==> src/rtl/vga_scan_out.sv <==
// vga_scan_out: 640x480@60 raster timing and DAC output stage, pins lag pix_x/pix_y by PIPE_LAT+1 pixel ticks.
// Free-running, no backpressure; defining VGA_TEST_PATTERN_EN adds a test_mode colour-bar input.
module vga_scan_out #(
  parameter int H_VISIBLE = 640,
  parameter int H_FRONT   = 16,
  parameter int H_SYNC    = 96,
  parameter int H_BACK    = 48,
  parameter int V_VISIBLE = 480,
  parameter int V_FRONT   = 10,
  parameter int V_SYNC    = 2,
  parameter int V_BACK    = 33,
  parameter int PIPE_LAT  = 2
) (
  input  logic       clk,
  input  logic       rst_n,
`ifdef VGA_TEST_PATTERN_EN
  input  logic       test_mode,
`endif
  input  logic [7:0] r_in,
  input  logic [7:0] g_in,
  input  logic [7:0] b_in,
  output logic       pix_en,
  output logic [9:0] pix_x,
  output logic [9:0] pix_y,
  output logic       pix_valid,
  output logic       frame_start,
  output logic       vga_clk,
  output logic       vga_hs,
  output logic       vga_vs,
  output logic       vga_blank_n,
  output logic       vga_sync_n,
  output logic [7:0] vga_r,
  output logic [7:0] vga_g,
  output logic [7:0] vga_b
);

  localparam int H_TOTAL = H_VISIBLE + H_FRONT + H_SYNC + H_BACK;
  localparam int V_TOTAL = V_VISIBLE + V_FRONT + V_SYNC + V_BACK;
  localparam int BAR_W   = H_VISIBLE / 8;

  localparam logic [9:0] H_LAST  = 10'(H_TOTAL - 1);
  localparam logic [9:0] V_LAST  = 10'(V_TOTAL - 1);
  localparam logic [9:0] H_VIS   = 10'(H_VISIBLE);
  localparam logic [9:0] V_VIS   = 10'(V_VISIBLE);
  localparam logic [9:0] HS_BEG  = 10'(H_VISIBLE + H_FRONT);
  localparam logic [9:0] HS_END  = 10'(H_VISIBLE + H_FRONT + H_SYNC - 1);
  localparam logic [9:0] VS_BEG  = 10'(V_VISIBLE + V_FRONT);
  localparam logic [9:0] VS_END  = 10'(V_VISIBLE + V_FRONT + V_SYNC - 1);

  typedef struct packed {
    logic       hs;
    logic       vs;
    logic       vis;
`ifdef VGA_TEST_PATTERN_EN
    logic [2:0] bar;
`endif
  } tap_t;

`ifdef VGA_TEST_PATTERN_EN
  localparam tap_t TAP_RST = '{hs: 1'b1, vs: 1'b1, vis: 1'b0, bar: 3'd0};
`else
  localparam tap_t TAP_RST = '{hs: 1'b1, vs: 1'b1, vis: 1'b0};
`endif

  logic       phase;
  logic [9:0] h_cnt;
  logic [9:0] v_cnt;
  tap_t       raw;
  tap_t       tap;
  logic [23:0] rgb_nxt;

  always_ff @(posedge clk) begin
    if (!rst_n) begin
      phase <= 1'b0;
    end else begin
      phase <= ~phase;
    end
  end

  // Line and frame wrap share the same pix_en, so (H_LAST, V_LAST) goes straight to (0, 0).
  always_ff @(posedge clk) begin
    if (!rst_n) begin
      h_cnt <= '0;
      v_cnt <= '0;
    end else if (phase) begin
      if (h_cnt == H_LAST) begin
        h_cnt <= '0;
        v_cnt <= (v_cnt == V_LAST) ? 10'd0 : v_cnt + 10'd1;
      end else begin
        h_cnt <= h_cnt + 10'd1;
      end
    end
  end

  assign pix_en      = phase;
  assign vga_clk     = ~phase;
  assign pix_x       = h_cnt;
  assign pix_y       = v_cnt;
  assign pix_valid   = (h_cnt < H_VIS) && (v_cnt < V_VIS);
  assign frame_start = phase && (h_cnt == 10'd0) && (v_cnt == 10'd0);
  assign vga_sync_n  = 1'b0;

  always_comb begin
    raw     = TAP_RST;
    raw.hs  = !((h_cnt >= HS_BEG) && (h_cnt <= HS_END));
    raw.vs  = !((v_cnt >= VS_BEG) && (v_cnt <= VS_END));
    raw.vis = pix_valid;
`ifdef VGA_TEST_PATTERN_EN
    // Bar index saturates past the visible area; blanking hides it there.
    for (int i = 1; i < 8; i++) begin
      if (h_cnt >= 10'(i * BAR_W)) raw.bar = 3'(i);
    end
`endif
  end

  generate
    if (PIPE_LAT == 0) begin : g_no_dly
      assign tap = raw;
    end else begin : g_dly
      tap_t stg [PIPE_LAT];

      always_ff @(posedge clk) begin
        if (!rst_n) begin
          for (int i = 0; i < PIPE_LAT; i++) stg[i] <= TAP_RST;
        end else if (phase) begin
          stg[0] <= raw;
          for (int i = 1; i < PIPE_LAT; i++) stg[i] <= stg[i-1];
        end
      end

      assign tap = stg[PIPE_LAT-1];
    end
  endgenerate

  always_comb begin
    rgb_nxt = 24'h000000;
    if (tap.vis) begin
      rgb_nxt = {r_in, g_in, b_in};
`ifdef VGA_TEST_PATTERN_EN
      if (test_mode) rgb_nxt = {{8{tap.bar[2]}}, {8{tap.bar[1]}}, {8{tap.bar[0]}}};
`endif
    end
  end

  always_ff @(posedge clk) begin
    if (!rst_n) begin
      vga_hs      <= 1'b1;
      vga_vs      <= 1'b1;
      vga_blank_n <= 1'b0;
      vga_r       <= 8'h00;
      vga_g       <= 8'h00;
      vga_b       <= 8'h00;
    end else if (phase) begin
      vga_hs      <= tap.hs;
      vga_vs      <= tap.vs;
      vga_blank_n <= tap.vis;
      {vga_r, vga_g, vga_b} <= rgb_nxt;
    end
  end

endmodule

==> config.mk <==
export PLATFORM = sky130hd
export DESIGN_NAME = vga_scan_out
export DESIGN_NICKNAME = d
export VERILOG_FILES = /design/src/rtl/vga_scan_out.sv
export SDC_FILE = /design/constraint.sdc
export NUM_CORES = 1
export LEC_CHECK = 0
export CAP_MARGIN = 10
export CORE_MARGIN = 2
export CORE_UTILIZATION = 45
export DETAILED_ROUTE_END_ITERATION = 10
export PLACE_DENSITY_LB_ADDON = 0.08
export SYNTH_ARGS = -nofsm -noshare
export SYNTH_HDL_FRONTEND = slang
export SYNTH_SLANG_ARGS = --single-unit
==> constraint.sdc <==
create_clock -name clk -period 2.8 [get_ports clk]
set_clock_uncertainty 0.2 [all_clocks]
set_input_delay 0.42 -clock clk [delete_from_list [all_inputs] [get_ports clk]]
set_output_delay 0.42 -clock clk [all_outputs]
set_load 0.05 [all_outputs]
==> results of run 1 <==
[through the flow]
stage	cell area [um2]	utilization [%]
detailed placement	3090	64.2
global route	3210	66.6
CTS	3210	66.6
finish	3210	66.6
global placement	3090	64.2
floorplan	2310	-
[worst max-delay path, delay by kind of cell (launching register included)]
kind                   cells  cell delay (ps)
DFF                        1              490
and+or+nand+nor            3              420
buffers and inverters      1              720
[how the worst min path moves through the flow]
| stage | startpoint | depth (start not counted) | end |
|---|---|---|---|
| 2_1_floorplan | g_dly.stg[0][5] | 2 | vga_hs |
| 3_3_place_gp | vga_blank_n | 1 | vga_blank_n |
| 3_5_place_dp | g_dly.stg[0][4] | 2 | vga_vs |
| 4_1_cts | g_dly.stg[0][4] | 2 | vga_vs |
| 5_1_grt | g_dly.stg[0][5] | 2 | vga_hs |
| 6_report | g_dly.stg[0][4] | 2 | vga_vs |
[per-layer routing]
| layer | global-route usage [%] | part of all wire [%] | vias up |
|---|---|---|---|
| li1 | - | - | 954 |
| met1 | 26.9 | 45 | 878 |
| met2 | 27.8 | 48 | 53 |
| met3 | 5.03 | 5.7 | 7 |
| met4 | 6.24 | 1.1 | 0 |
| met5 | 0 | 0 | - |
[report_power, final]
part	internal, mW	total (mW)	switching (mW)	leakage, nW
combinational	0.0807	0.184	0.103	0.698
clock	0.273	0.545	0.272	0.0591
sequential	0.797	0.811	0.0138	0.439
total	1.15	1.54	0.389	1.20
[state kept, by name, summed over array words and instances, names as in the netlist]
register     count
pix_y           10
pix_en           1
vga_hs           1
vga_b            8
vga_r            8
vga_g            8
vga_vs           1
g_dly.stg        6
pix_x           10
vga_blank_n      1
[cell type report]
type	count	area, um2
Clock buffer	5	68.8
Clock inverter	3	47.5
Fill cell	420	1610
Inverter	10	37.5
Multi-Input combinational cell	143	1030
Sequential cell	54	1140
Tap cell	67	83.8
Timing Repair Buffer	79	793
[cells in the final DEF (no fill, tap or decap), drive strengths merged, types with 3 or more instances in the layout]
cell type | Yosys | routed
a22o | 30 | 30
clkbuf | 11 | 5
inv | 10 | 12
edfxtp | 6 | 6
nand4 | 6 | 6
buf | 5 | 4
clkdlybuf4s50 | 0 | 75
nor2 | 15 | 15
nor3 | 9 | 9
and3 | 4 | 4
nand3 | 7 | 7
dfxtp | 48 | 48
xor2 | 6 | 6
o21ai | 11 | 11
ha | 4 | 4
nand2 | 14 | 14
nor4 | 5 | 5
or2 | 3 | 3
[cells by family (layout without fill, tap and decap cells)]
group	after synthesis	after routing	share of synthesized area, %
mux	3	3	1.53
compound gates	53	53	19.0
simple gates	75	75	18.7
fa+ha+maj	4	4	2.18
xor+xnor	7	7	2.67
flops	54	54	49.8
other cells	1	1	0.164
buf+inv	26	97	5.95
==> run metrics, run 1 <==
status=complete, no violations; worst min path class=reg2reg; Worst-path clk slew=around 100 ps; DRC=0; largest net degree at the start of global routing=27; sequential fraction of the synthesis area=49.8%; pre-CTS setup slack=between 400 and 500 ps; Synth Cell Area=around 0.0023 mm2; r2r setup slk=between 400 and 500 ps; RePlAce Congestion=0.775; detailed placement HPWL=3640 um; final hold viol count=0; Critical Path Sink=pix_valid; share of the synthesized area in the top cell type=a little over two fifths; DR vias/cell=between 5 and 6; number of nets in the layout=about 320; CP max FO=8; Routed Antenna Nets=0; gr usage total=between 10% and 20%; startpoint types=register; critical path, cell by cell=nand4_1, nand2_1, nor2_1, clkdlybuf4s50_1; WL per Instance=between 10 and 15 um; Post-CTS Resized=0; Critical R2R Capture=pix_y[8]; relative slew slack=40.0%; vias in the first global route=about 1700; row cnt=25; Pwr Total=1.54 mW; H-tree Lvls=2; Setup WS post-layout=around 240 ps; Worst Setup End Kind=output port; Vias=between 1500 and 2000; P&R area growth vs syn=39.8%; unrepaired setup endpoints after global routing=no; PortBufs=76; syn nets=about 250; final setup TNS=0 ps; ys async rst share=0%; clock sinks=54; fmax=around 0.4 GHz; die height=between 70 and 80 um; Synth area leader=dfxtp_1; share of layout cells above drive strength 1=9.18%; peak supply drop=between 200 and 300 uV; Unique masters post-synth=50; top cells by instance count after synthesis=dfxtp_1, a22o_1, nor2_1, nand2_1, inv_1; Hold Buf Count CTS=0; Starting DRT DRC Count=roughly 70; Die Span X=between 70 and 80 um; Yosys warning count=0; Non-Filler Instances=~360; Clk Tree Root Cell=clkbuf_8; Initial Utilization=47.6%; post-CTS setup buffers=0; Final setup viols=0; Routed WL=around 5100 um; dominant synthesized flop cell=dfxtp_1; IO Pins=78; worst-skew pair later-pin latency=about 310 ps; total congestion overflow=0; synthesized flop and latch total=54; CP Launch Point=pix_y[5]; worst hold slack=between 200 and 300 ps; CTS Buf Count=5; reg2reg path depth=5; CP arrival=1940 ps; Worst EP required=2180 ps; first-pass GRT wire length=8220 um; Cell Count Post-Placement=roughly 350; Crit-path slowest cell=clkdlybuf4s50_1; Max Root-Sink Buffers=2; most common cell in the netlist=dfxtp_1; CTS tree=done; fin crit period=around 2600 ps; Ant. Diodes=0; origin of the critical flop-to-flop path=pix_x[0]; Final period util=between 90% and 100%; pins over their slew limit=0; worst setup path category=reg2out; TritonRoute pass-1 iters=5; initial antenna violation count=0; MaxCap Viol Count=0; Syn Inst Count=223; number of synthesized flops with an enable pin=6; average size of a mapped cell=a little over 10 um2; Least-Margin Pin Slew=900 ps; Die ar.=0.00568 mm2; P_leak=1.20 nW; total core area=roughly 0.0048 mm2; Power Density=between 400 and 500 mW/mm2; CP max stage delay=just over 700 ps; Synth area leaders=dfxtp_1, a22o_1, edfxtp_1
No activity file was read; power rests on OpenSTA's default activity.
==> run 2, diff against run 1 <==
--- a/config.mk
+++ b/config.mk
@@ -9,7 +9,9 @@
 export CORE_MARGIN = 2
 export CORE_UTILIZATION = 45
 export DETAILED_ROUTE_END_ITERATION = 10
+export GPL_TIMING_DRIVEN = 0
 export PLACE_DENSITY_LB_ADDON = 0.08
+export REMOVE_ABC_BUFFERS = 1
 export SYNTH_ARGS = -nofsm -noshare
 export SYNTH_HDL_FRONTEND = slang
 export SYNTH_SLANG_ARGS = --single-unit
==> constraint.sdc (replaced) <==
create_clock -name clk -period 2.8 [get_ports clk]
set_clock_uncertainty 0.2 [all_clocks]
set_input_delay 0.56 -clock clk [delete_from_list [all_inputs] [get_ports clk]]
set_output_delay 0.56 -clock clk [all_outputs]
set_load 0.05 [all_outputs]
==> run metrics, run 2 (same netlist as run 1, synthesis figures left out) <==
worst-skew pair later-pin latency=310 ps (about the same); gr usage total=17.9% (-0.98 points); Clk Tree Root Cell=clkbuf_8; TritonRoute pass-1 iters=4 (-1); MaxCap Viol Count=0 (unchanged); Starting DRT DRC Count=93 (+37%); Routed Antenna Nets=0 (unchanged); CP max FO=13 (+5); number of nets in the layout=321 (-0.62%); Least-Margin Pin Slew=906 ps (+6.35 ps); Worst Setup End Kind=output port; unrepaired setup endpoints after global routing=no; Max Root-Sink Buffers=2 (unchanged); P&R area growth vs syn=38.0%; fillers=436 (+3.8%); Final period util=94.5% (+3.3 points); peak supply drop=243 uV (-6.2%); RePlAce Congestion=0.828 (+6.9%); Die Span X=75.4 um (unchanged); Worst-path clk slew=100 ps (about the same); worst min path class=reg2reg; Worst EP required=2040 ps (-140 ps); die height=75.4 um (unchanged); pins over their slew limit=0 (unchanged); WL per Instance=14.3 um (+0.67%); CTS Buf Count=5 (unchanged); IO Pins=78 (unchanged); clock sinks=54 (unchanged); most frequent cells in the layout=clkdlybuf4s50_1, dfxtp_1, a22o_1, nor2_1, nand2_1; initial antenna violation count=0 (unchanged); share of layout cells above drive strength 1=8.56% (-0.62 points); PortBufs=76 (unchanged); Ant. Diodes=0 (unchanged); vias in the first global route=1672 (-4.1%); largest net degree at the start of global routing=26 (-3.7%); worst hold slack=265 ps (-10.2 ps); CP arrival=1890 ps (-50 ps); fmax=0.378 GHz (-3.5%); Vias=1900 (+0.42%); worst setup path category=reg2out; detailed placement HPWL=3480 um (-4.6%); fin crit period=2650 ps (+92.0 ps); final setup TNS=0 ps (unchanged); Routed WL=5130 um (+0.12%); final hold viol count=0 (unchanged); Final setup viols=0 (unchanged); DRC=0 (unchanged); P_leak=1.17 nW (-1.8%); total core area=0.00482 mm2 (unchanged); Die ar.=0.00568 mm2 (unchanged); Hold Buf Count CTS=0 (unchanged); relative slew slack=39.6% (-0.42 points); DR vias/cell=5.29 (+0.98%); total congestion overflow=0 (unchanged); most common cell after layout, fill and taps aside=clkdlybuf4s50_1; Initial Utilization=47.6% (unchanged); startpoint types=register; first-pass GRT wire length=7820 um (-4.9%); Power Density=460 mW/mm2 (-4.2%); H-tree Lvls=2 (unchanged); status=complete, no violations; row cnt=25 (unchanged); CTS tree=done
run 2: cell count changes in the layout (fill, tap and decap cells not counted), sizes merged:
cell,change
bufinv,-1
clkbuf,+1
clkdlybuf4s50,-1
dlymetal6s2s,+1
buf,-2
run 2: through the flow:
stage	util (%)	worst slack [ps]	total power, mW	cells	cell area, um2
after global routing	65.7	26.9	1.51	359	3160
after global placement	63.1	-1220	1.00	350	3040
after floorplan	-	-1210	0.922	207	2190
after detailed placement	63.5	-432	1.01	351	3060
after CTS	65.5	38.1	1.47	359	3150
final	65.7	153	1.46	359	3160
run 2: what timing repair did:
action                     CTS  global route
gates resized for setup      8             4
hold endpoints to repair     0             0
buffers inserted             0             0
cloned                       0             0
setup endpoints to repair    1             2
run 2: final timing paths:
kind | startpoint | end | slack, ps | cells after the start
setup / recovery | pix_en | frame_start | 150 | 5
hold reg to reg | vga_blank_n | vga_blank_n | 260 | 1
setup reg to reg | pix_x[0] | pix_y[4] | 300 | 5
hold / removal | vga_blank_n | vga_blank_n | 260 | 1
run 2: layout make-up:
| type | instances | area (um2) | share of cell area (%) |
|---|---|---|---|
| Multi-Input combinational cell | 143 | 1020 | 32.4 |
| Timing Repair Buffer | 77 | 776 | 24.5 |
| Clock buffer | 6 | 82.6 | 2.61 |
| Tap cell | 67 | 83.8 | 2.65 |
| Clock inverter | 2 | 15.0 | 0.474 |
| Sequential cell | 54 | 1140 | 36.2 |
| Inverter | 10 | 37.5 | 1.19 |
run 2: where the power goes:
group / switching (mW) / internal, mW / total, mW / leakage [nW]
registers: 0.0137 / 0.797 / 0.810 / 0.439
clock network: 0.262 / 0.205 / 0.467 / 0.0521
logic: 0.101 / 0.0764 / 0.178 / 0.684
total: 0.378 / 1.08 / 1.46 / 1.17
run 2: layer usage:
metal	track usage (%)	vias to the layer above	routed length, um
met3	5.29	5	340
met2	29.5	63	2430
li1	-	948	-
met1	22.8	884	2320
met4	5.26	0	42
met5	0	-	0
run 2: critical path, stage by stage (launching register included):
cell and delay (ps):
dfxtp_4 460, inv_1 70, nor4_1 350, nand4_1 170, nor4_2 280, buf_4 250
